## src/rtl/fifo_pkg.sv

```systemverilog
// Shared async-FIFO pointer helpers: pointer width, Gray/binary conversion, read status record.
// Pure package; no latency or flow control of its own.
package fifo_pkg;

  localparam int PTR_MAX_W = 32;

  typedef logic [PTR_MAX_W-1:0] ptr_max_t;

  typedef struct packed {
    logic empty;
    logic underflow;
  } rd_stat_t;

  // One extra bit beyond the RAM address separates "full lap" from "empty".
  function automatic int ptr_width(input int addr_width);
    return addr_width + 1;
  endfunction

  function automatic ptr_max_t bin2gray(input ptr_max_t b);
    return b ^ (b >> 1);
  endfunction

  function automatic ptr_max_t gray2bin(input ptr_max_t g);
    ptr_max_t b;
    b[PTR_MAX_W-1] = g[PTR_MAX_W-1];
    for (int i = PTR_MAX_W - 2; i >= 0; i--) begin
      b[i] = b[i+1] ^ g[i];
    end
    return b;
  endfunction

endpackage

```

## src/rtl/sync_nff.sv

```systemverilog
// N-flop synchronizer for a Gray-coded bus; latency STAGES clk edges.
// No backpressure: samples d every edge.
module sync_nff #(
  parameter int WIDTH  = 1,
  parameter int STAGES = 2
) (
  input  logic             clk,
  input  logic             rst_n,
  input  logic [WIDTH-1:0] d,
  output logic [WIDTH-1:0] q
);

  logic [STAGES-1:0][WIDTH-1:0] stage;

  always_ff @(posedge clk or negedge rst_n) begin
    if (!rst_n) begin
      stage <= '0;
    end else begin
      stage[0] <= d;
      for (int i = 1; i < STAGES; i++) begin
        stage[i] <= stage[i-1];
      end
    end
  end

  assign q = stage[STAGES-1];

endmodule

```

## src/rtl/rd_ctrl_gray.sv

```systemverilog
// Async-FIFO read-side controller; flags lag wptr_gray by SYNC_STAGES+1 rclk edges.
// Reads are refused while empty (runderflow pulse). Level tracking only with RD_CTRL_LEVEL_EN.
module rd_ctrl_gray
  import fifo_pkg::*;
#(
  parameter int ADDR_WIDTH    = 8,
  parameter int SYNC_STAGES   = 2,
  parameter int AEMPTY_THRESH = 4,
  localparam int PW           = ptr_width(ADDR_WIDTH)
) (
  input  logic                  rclk,
  input  logic                  rrst_n,
  input  logic                  rinc,
  input  logic [PW-1:0]         wptr_gray,
  output logic [PW-1:0]         rptr_gray,
  output logic [ADDR_WIDTH-1:0] raddr,
  output logic                  rempty,
  output logic                  raempty,
  output logic [PW-1:0]         rlevel,
  output logic                  runderflow
);

  if (SYNC_STAGES < 2 || SYNC_STAGES > 4 ||
      AEMPTY_THRESH < 0 || AEMPTY_THRESH > (2 ** ADDR_WIDTH)) begin : g_bad_param
    $error("rd_ctrl_gray: SYNC_STAGES or AEMPTY_THRESH out of range");
  end

  logic [PW-1:0] wq_gray;
  logic [PW-1:0] rbin;
  logic [PW-1:0] rbin_next;
  logic [PW-1:0] rgray_next;
  logic          rd_en;
  rd_stat_t      stat_q;
  rd_stat_t      stat_d;

  sync_nff #(
    .WIDTH  (PW),
    .STAGES (SYNC_STAGES)
  ) u_wptr_sync (
    .clk   (rclk),
    .rst_n (rrst_n),
    .d     (wptr_gray),
    .q     (wq_gray)
  );

  assign rd_en      = rinc & ~stat_q.empty;
  assign rbin_next  = rbin + PW'(rd_en);
  assign rgray_next = PW'(bin2gray(ptr_max_t'(rbin_next)));

  // Empty is judged against the pointer this edge will publish, so a
  // read that drains the last word raises rempty on the same edge.
  always_comb begin
    stat_d           = '0;
    stat_d.empty     = (rgray_next == wq_gray);
    stat_d.underflow = rinc & stat_q.empty;
  end

  always_ff @(posedge rclk or negedge rrst_n) begin
    if (!rrst_n) begin
      rbin      <= '0;
      rptr_gray <= '0;
      stat_q    <= '{empty: 1'b1, underflow: 1'b0};
    end else begin
      rbin      <= rbin_next;
      rptr_gray <= rgray_next;
      stat_q    <= stat_d;
    end
  end

  assign raddr      = rbin[ADDR_WIDTH-1:0];
  assign rempty     = stat_q.empty;
  assign runderflow = stat_q.underflow;

`ifdef RD_CTRL_LEVEL_EN
  logic [PW-1:0] wq_bin;
  logic [PW-1:0] level_next;

  assign wq_bin     = PW'(gray2bin(ptr_max_t'(wq_gray)));
  assign level_next = wq_bin - rbin_next;

  always_ff @(posedge rclk or negedge rrst_n) begin
    if (!rrst_n) begin
      rlevel  <= '0;
      raempty <= 1'b1;
    end else begin
      rlevel  <= level_next;
      raempty <= (ptr_max_t'(level_next) <= ptr_max_t'(AEMPTY_THRESH));
    end
  end
`else
  assign rlevel  = '0;
  assign raempty = stat_q.empty;
`endif

endmodule

```

## config.mk

```make
export PLATFORM = sky130hd
export DESIGN_NAME = rd_ctrl_gray
export DESIGN_NICKNAME = d
export VERILOG_FILES = /design/src/rtl/fifo_pkg.sv /design/src/rtl/sync_nff.sv /design/src/rtl/rd_ctrl_gray.sv
export SDC_FILE = /design/constraint.sdc
export NUM_CORES = 1
export LEC_CHECK = 0
export CAP_MARGIN = 10
export CORE_MARGIN = 3
export CORE_UTILIZATION = 40
export CTS_BUF_LIST = sky130_fd_sc_hd__clkbuf_4
export DETAILED_ROUTE_END_ITERATION = 16
export GPL_TIMING_DRIVEN = 0
export PLACE_DENSITY = 0.76
export SLEW_MARGIN = 20
export SYNTH_ARGS = -nofsm -noshare
export SYNTH_HDL_FRONTEND = slang
export SYNTH_SLANG_ARGS = --single-unit
```

## constraint.sdc

```tcl
create_clock -name rclk -period 3.2 [get_ports rclk]
set_input_delay 0.64 -clock rclk [delete_from_list [all_inputs] [get_ports rclk]]
set_output_delay 0.64 -clock rclk [all_outputs]
set_load 0.01 [all_outputs]
```

**Yosys cells after proc, flatten, opt, wreduce, memory -nomap -nowiden**

Cells that the tools add are included.

- Flip-flop bits (word level): 38
- Input port bits: 12
- Output and inout bits: 29

- $add $sub $neg: 1
- Equality and inequality tests: 1
- Bitwise operators: 4

Operators with widths:

| kind | number |
|---|---|
| adder 9 x 1 -> 9 bit | 1 |
| == test 9 bit | 1 |
| bitwise XOR 9 x 8 -> 9 bit | 1 |
| bitwise AND 1 bit | 2 |
| inverter 1 bit | 1 |

**Depth between registers and ports, before layout**

Gate-level depths: netlist of run 1.

- Depth in word-level cells: 5
- Mapped depth: 10

**Modules after synthesis**

A second synthesis of run 1 with hierarchy kept.

- Cell total of the unflattened synthesis: 162
- Area, all modules: 1,841.8 um^2

By module, submodules not included:

| module | times used | cells an instance | area each (um^2) | sequential area each (um^2) |
|---|---|---|---|---|
| rd_ctrl_gray | 1 | 135 | 1,323.8 | 476.7 |
| sync_nff | 1 | 27 | 518.0 | 450.4 |

**Worst setup path after synthesis of run 1**

No wires, ideal clock.

- Path type: input-to-reg
- Start point: input rinc
- End point: register stat_q (netlist bit raempty)
- Arrival time: 2.629 ns
- Data required time: 3.110 ns
- Setup slack: 0.481 ns
- Stages: 10
- Cells stage by stage: nor2b_1 ha_1 ha_1 buf_6 xor2_4 xor2_2 xnor2_1 o211ai_1 or4_1 nor4_2

RTL lines:

| element | RTL line | source |
|---|---|---|
| start: declaration | rd_ctrl_gray.sv:13 | `input logic rinc,` |
| end signal: assignment | rd_ctrl_gray.sv:62 | `stat_q <= '{empty: 1'b1, underflow: 1'b0};` |
| end signal: assignment | rd_ctrl_gray.sv:66 | `stat_q <= stat_d;` |
| end: declaration | rd_ctrl_gray.sv:33 | `rd_stat_t stat_q;` |

==> impl_metrics.ini, run 1 <==
[floorplan]
io_pins = 41
core-area_sq_um = 4120
die_area_sq_um = 5230
die-height_um = 72.3
start_util_pct = 42.7
row_count = 23
die_w_um = 72.3

[timing]
fin_ws_ps = 178
fin_worst_skew_ps = 12.1
fin_crit_sh_pct = 94.4
finalSetupViolCount = 0
max_freq_ghz = 0.331
fin_crit_ps = 3020
rsz0062_at_grt = false
slew_violations = 0
hold_viol = 0

[setup_path]
path_common_cell = ha_1
required_ps = 3450
worst-r2r-cell-count = 10
arrival_ps = 3270
r2r_start = raempty
path_cells = clkdlybuf4s50_1 -> nor2b_2 -> ha_1 -> ha_1 -> buf_6 -> xor2_4 -> xor2_2 -> xnor2_1 -> o211ai_1 -> or4_1 -> nor4_2
r2r_end = raempty
regToRegSetupSlack_ps = 430
crit_path_start_kind = input pin
timing_worst_setup_path_type = in -> reg
worst_path_max_delay_cell = or4_1
slowest_delay_ps = 540
cp-end-kind = flop
crit_fanout = 10

[placed_design]
place_ws_ps = -257
dp_hpwl_um = 2210
place_area_sq_um = 2180
globalplace.congestion = 0.809
post-place-cells = 237
port_buffers = 31

[global_route]
track_usage_pct = 12.6
grt_pass1_wl_um = 4910
grt.overflow.total = 0
grt_pass1_vias = 1085
grt_max_degree = 21
antenna_found_initial = 0

[yosys]
postSynth.asyncResetShare_pct = 100
synthFlopType = dfrtp_1
seq_area_frac_synth_pct = 52.7
synth_most_common_cell = dfrtp_1
netlist.area_leader.share_pct = 51.2
synth.area.top_cells = dfrtp_1 51%, xnor2_1 10%, buf_4 5.1%, xor2_1 4.5%, buf_6 2.6%
synth_compound_area_share_pct = 7.82
synth-seq-cells = 37
synth_top_family_by_area = XOR/XNOR gates
synth.largest_area_cell = dfrtp_1
yosys.area_share.xor_xnor_pct = 17.4
synth-edff-count = 0
yosys.area_share.simple_pct = 10.5
ys_warn_count = 0
postSynthAreaPerCell_sq_um = 12.0
synth_fa_ha_area_share_pct = 2.13
synth.distinct_cells = 41
netlist_instances = 147
ys_top_cells_by_count = 36 x dfrtp_1, 21 x xnor2_1, 12 x buf_4, 9 x xor2_1, 7 x nand3_1
synthMuxAreaShare_pct = 0
syn_area_sq_um = 1760

[pwr]
swShare_pct = 34.9
clkPwrFrac_pct = 13.9
p_leak_nw = 0.984
power_frac_comb_pct = 50.2
internal_power_w = 0.00112
power_density_nw_per_um2 = 766
vdd.ir_drop.worst_v = 0.000395
p_seq_share_pct = 35.9
power_switching_w = 0.000600

[cells_and_area]
fin_area_sq_um = 2240
final_layout_size_suffix_gt1_share_pct = 19.5
multi_input_area_sq_um = 702
fill_cells = 380
fin_nets = 209
area.sequential_sq_um = 927
utilization_pct = 54.5
layout.cells.non_filler = 245
areaGrowthSynthToFinish_pct = 27.5
antennaDiodeCount = 0

[clock_network]
clkSinkCount = 37
cts_buffers = 5
clkLatencyLatePin_ps = 340
clk_pin_slew_worst_paths_ps = 110
h-tree-depth = 2
cts_buffer_depth = 2
hold_buffers = 0
root_buffer = clkbuf_4
cts_tree = built

[flow_run]
max-cap-violations = 0

[routing]
first_pass_iters = 3
drt_wl_total_um = 2830
drc = 0
vias = 1105
postRouteAntennaNets = 0
via_per_inst = 4.51
drt_iter0_markers = 58
routedWlPerCell_um = 11.6

[status]
status = complete, no violations

[worst_hold_path]
hp-class = in -> async
==> critical path: cells and delay by family <==
| family | cells | cell delay, ps |
|---|---|---|
| AND/OR/NAND/NOR | 3 | 1040 |
| buffers and inverters | 2 | 560 |
| XOR/XNOR | 3 | 540 |
| adder cells (fa/ha/maj) | 2 | 380 |
| AO/OA/AOI/OAI | 1 | 110 |
==> layout by cell type (no fill, tap or decap), drive strengths merged <==
cell,n
dfrtp,36
clkdlybuf4s50,30
xnor2,21
buf,19
xor2,11
conb,9
clkbuf,9
nand3,7
nand2,6
inv,4
nor2,4
a21oi,4
o21ai,3
o211ai,3
ha,3
and2,3
and3,3
a31oi,2
a21boi,2
nand4,1
and4,1
nor2b,1
and3b,1
o22ai,1
a21o,1
a22o,1
nor3,1
o311ai,1
or4,1
nand2b,1
a211oi,1
a311o,1
nor4,1
clkinv,1
dfstp,1
==> kinds of logic (layout without fill, tap and decap cells) <==
| group | Yosys count | in the layout |
|---|---|---|
| compound gates | 20 | 20 |
| xor+xnor | 32 | 32 |
| other cells | 1 | 9 |
| flops | 37 | 37 |
| fa+ha+maj | 3 | 3 |
| buf+inv | 23 | 63 |
| simple gates | 31 | 31 |
==> routing by layer <==
layer  part of all wire (%)  GRT usage [%]  routed length [um]  vias up
met5                      0              0                   0        -
met4                    2.0           5.64                  58        0
met3                    6.0           4.85                 170        5
met2                     48           19.6                1350       25
met1                     44           15.4                1260      515
li1                       -              -                   -      560
==> cell type report <==
cell class / count / area share (%)
flip-flops and latches: 37 / 41.3
inverters: 4 / 0.669
clock buffers: 7 / 2.34
clock inverters: 1 / 0.167
plain buffers: 19 / 6.58
well taps: 50 / 2.79
multi-input cells: 95 / 31.3
repair buffers: 32 / 14.8
==> how the worst max path moves through the flow <==
stage	start	to	slack, ps	cells past startpoint
floorplan	rinc	raempty	480	10
global route	rinc	raempty	20	11
CTS	rinc	raempty	90	11
detailed placement	rinc	raempty	-260	11
finish	rinc	raempty	180	11
global placement	rinc	raempty	-220	11
==> through the flow <==
| step | total power (W) | hold WS (ps) | setup TNS, ps |
|---|---|---|---|
| 2_1_floorplan | 0.00121 | 331 | 0 |
| 3_3_place_gp | 0.00149 | 332 | -217 |
| 3_5_place_dp | 0.00150 | 336 | -257 |
| 4_1_cts | 0.00175 | 225 | 0 |
| 5_1_grt | 0.00185 | 226 | 0 |
| 6_report | 0.00172 | 218 | 0 |
==> registers in the layout, summed over array words and instances, names as in the netlist <==
name,count
u_wptr_sync.stage,9
rbin,9
raempty,1
rptr_gray,8
u_wptr_sync.q,9
runderflow,1
==> power groups by stage <==
stage | Sequential, W | Clock, W | Combinational (W)
after floorplan | 0.000667 | 0 | 0.000540
after global placement | 0.000625 | 0 | 0.000865
after detailed placement | 0.000629 | 0 | 0.000875
after CTS | 0.000620 | 0.000249 | 0.000878
after global routing | 0.000631 | 0.000274 | 0.000946
final | 0.000618 | 0.000239 | 0.000862
==> timing repair <==
| item | CTS | global route |
|---|---|---|
| setup endpoints to repair | 0 | 1 |
| setup buffers | 0 | 0 |
| gates resized for setup | 0 | 1 |
(Power assumes the default switching activity.)
==> run 2, diff against run 1 <==
clock period = 2.8 ns   (was 3.2 ns; I/O delays follow)
==> run 2 against run 1 <==
Compared with the run above:
- clock power rose by 13%
- flip-flop and latch count stayed put
- count of clock-buffer cells in the layout stayed put
- global-route usage increased by 0.15 points
- utilization is 1.3 points higher
- critical path depth is 1 lower
- hold slack got worse by 75 ps
- clock skew decreased by 3.1 ps
- register-to-register slack worse by 300 ps
- die area is the same
- sequential share of layout area decreased by 0.99 points
- first-iteration DRC count is 5.2% lower
- largest cell class unchanged
==> impl_metrics.ini, run 2 (synthesized netlist as in run 1, its figures left out) <==
[status]
status = complete, no violations

[global_route]
grt.overflow.total = 0
grt_pass1_wl_um = 4970
use_met1_pct = 15.6
track_usage_pct = 12.7
grt_use_met3_pct = 4.85
antenna_found_initial = 0
grt_max_degree = 21
grt_util_met2_pct = 19.9
grt_pass1_vias = 1105
top_usage_layer = met2

[setup_path]
required_ps = 3060
slowest_delay_ps = 590
cp-end-kind = flop
arrival_ps = 2930
path_common_cell = ha_2
worst_path_max_delay_cell = dfstp_2
crit_fanout = 5
path_cells = nor2b_4 -> ha_2 -> ha_2 -> buf_6 -> xor2_4 -> xor2_2 -> xnor2_1 -> o211ai_1 -> or4_4 -> nor4_4
timing_worst_setup_path_type = reg -> reg
crit_path_start_kind = flop

[clock_network]
clkSinkCount = 37
hold_buffers = 0
cts_buffers = 5
h-tree-depth = 2
root_buffer = clkbuf_4
cts_tree = built
clkLatencyLatePin_ps = 340
cts_buffer_depth = 2
clk_pin_slew_worst_paths_ps = 100

[floorplan]
die_area_sq_um = 5230
io_pins = 41
core-area_sq_um = 4120
row_count = 23
die_w_um = 72.3
die-height_um = 72.3
start_util_pct = 42.7

[routing]
vias = 1124
routedWlPerCell_um = 11.7
drt_wl_total_um = 2900
drc = 0
first_pass_iters = 4
drt_iter0_markers = 55
via_per_inst = 4.51
postRouteAntennaNets = 0

[placed_design]
post-place-cells = 237
place_area_sq_um = 2180
dp_hpwl_um = 2210
globalplace.congestion = 0.809
port_buffers = 31

[cells_and_area]
fin_area_sq_um = 2300
fin_nets = 213
antennaDiodeCount = 0
areaGrowthSynthToFinish_pct = 30.7
final_layout_size_suffix_gt1_share_pct = 22.6
utilization_pct = 55.9
layout.cells.non_filler = 249
most-common-layout-cells = 36 x dfrtp_1, 29 x clkdlybuf4s50_1, 21 x xnor2_1
mostFrequentLayoutCell = dfrtp_1

[flow_run]
max-cap-violations = 0

[timing]
fin_worst_skew_ps = 8.99
max_freq_ghz = 0.374
fin_setup_tns_ps = 0
hold_viol = 0
rsz0062_at_grt = false
fin_crit_sh_pct = 95.4
slew_violations = 0
fin_crit_ps = 2670
finalSetupViolCount = 0

[pwr]
vdd.ir_drop.worst_v = 0.000458
power_density_nw_per_um2 = 878
p_leak_nw = 1.02

[worst_hold_path]
hp-class = in -> async
[run 2: power breakdown]
| part | internal (W) | switching [W] |
|---|---|---|
| Combinational | 0.000544 | 0.000495 |
| Clock | 0.000116 | 0.000156 |
| Sequential | 0.000650 | 0.0000570 |
| Total | 0.00131 | 0.000707 |
[run 2: worst paths after layout]
check	startpoint	to	slack (ps)	cells after the start
max reg2reg	raempty	raempty	130	10
min reg2reg	u_wptr_sync.stage[3]	u_wptr_sync.q[3]	360	0
min in group rclk	u_wptr_sync.stage[3]	u_wptr_sync.q[3]	360	0
min	rrst_n	rptr_gray[0]	140	1
max in group asynchronous	rrst_n	rbin[3]	2210	2
max	raempty	raempty	130	10
[run 2: metal layers]
| metal | up-vias | part of all wire (%) |
|---|---|---|
| met1 | 525 | 43 |
| met2 | 25 | 49 |
| met3 | 5 | 5.4 |
| li1 | 569 | - |
| met5 | - | 0 |
| met4 | 0 | 2.0 |
[run 2: layout make-up]
class	count	area, sq um
plain buffers	19	148
clock buffers	7	52.6
clock inverters	1	3.75
fillers	372	1820
inverters	4	15.0
multi-input cells	95	724
flip-flops and latches	37	927
well taps	50	62.6
repair buffers	36	365
[run 2: critical path: cells and delay by family, from the launching register on]
kind	cells	cell delay (ps)
adders and majority gates	2	340
DFF	1	590
and+or+nand+nor	3	870
xor gates and xnor gates	3	530
AOI/OAI and AO/OA	1	110
buffers and inverters	1	130
[run 2: metrics by stage]
step / setup WS [ps] / hold slack (ps) / total power [W]
final: 129 / 142 / 0.00202
after CTS: 14.4 / 145 / 0.00203
after global routing: 1.12 / 146 / 0.00218
after global placement: -537 / 332 / 0.00170
after floorplan: 161 / 264 / 0.00138
after detailed placement: -577 / 336 / 0.00172
[run 2: repair_timing]
item                                   4_1_cts  5_1_grt
setup endpoints to repair                    1        1
pin swaps                                    3        6
setup buffers                                3        1
endpoints found under the hold margin        0        0
gates resized for setup                      1        6
==> run 3, diff against run 2 <==
TNS_END_PERCENT = 100   (was unset)
==> results of run 3 <==
Same layout as run 2: the final DEF is identical, and so are final timing and power.
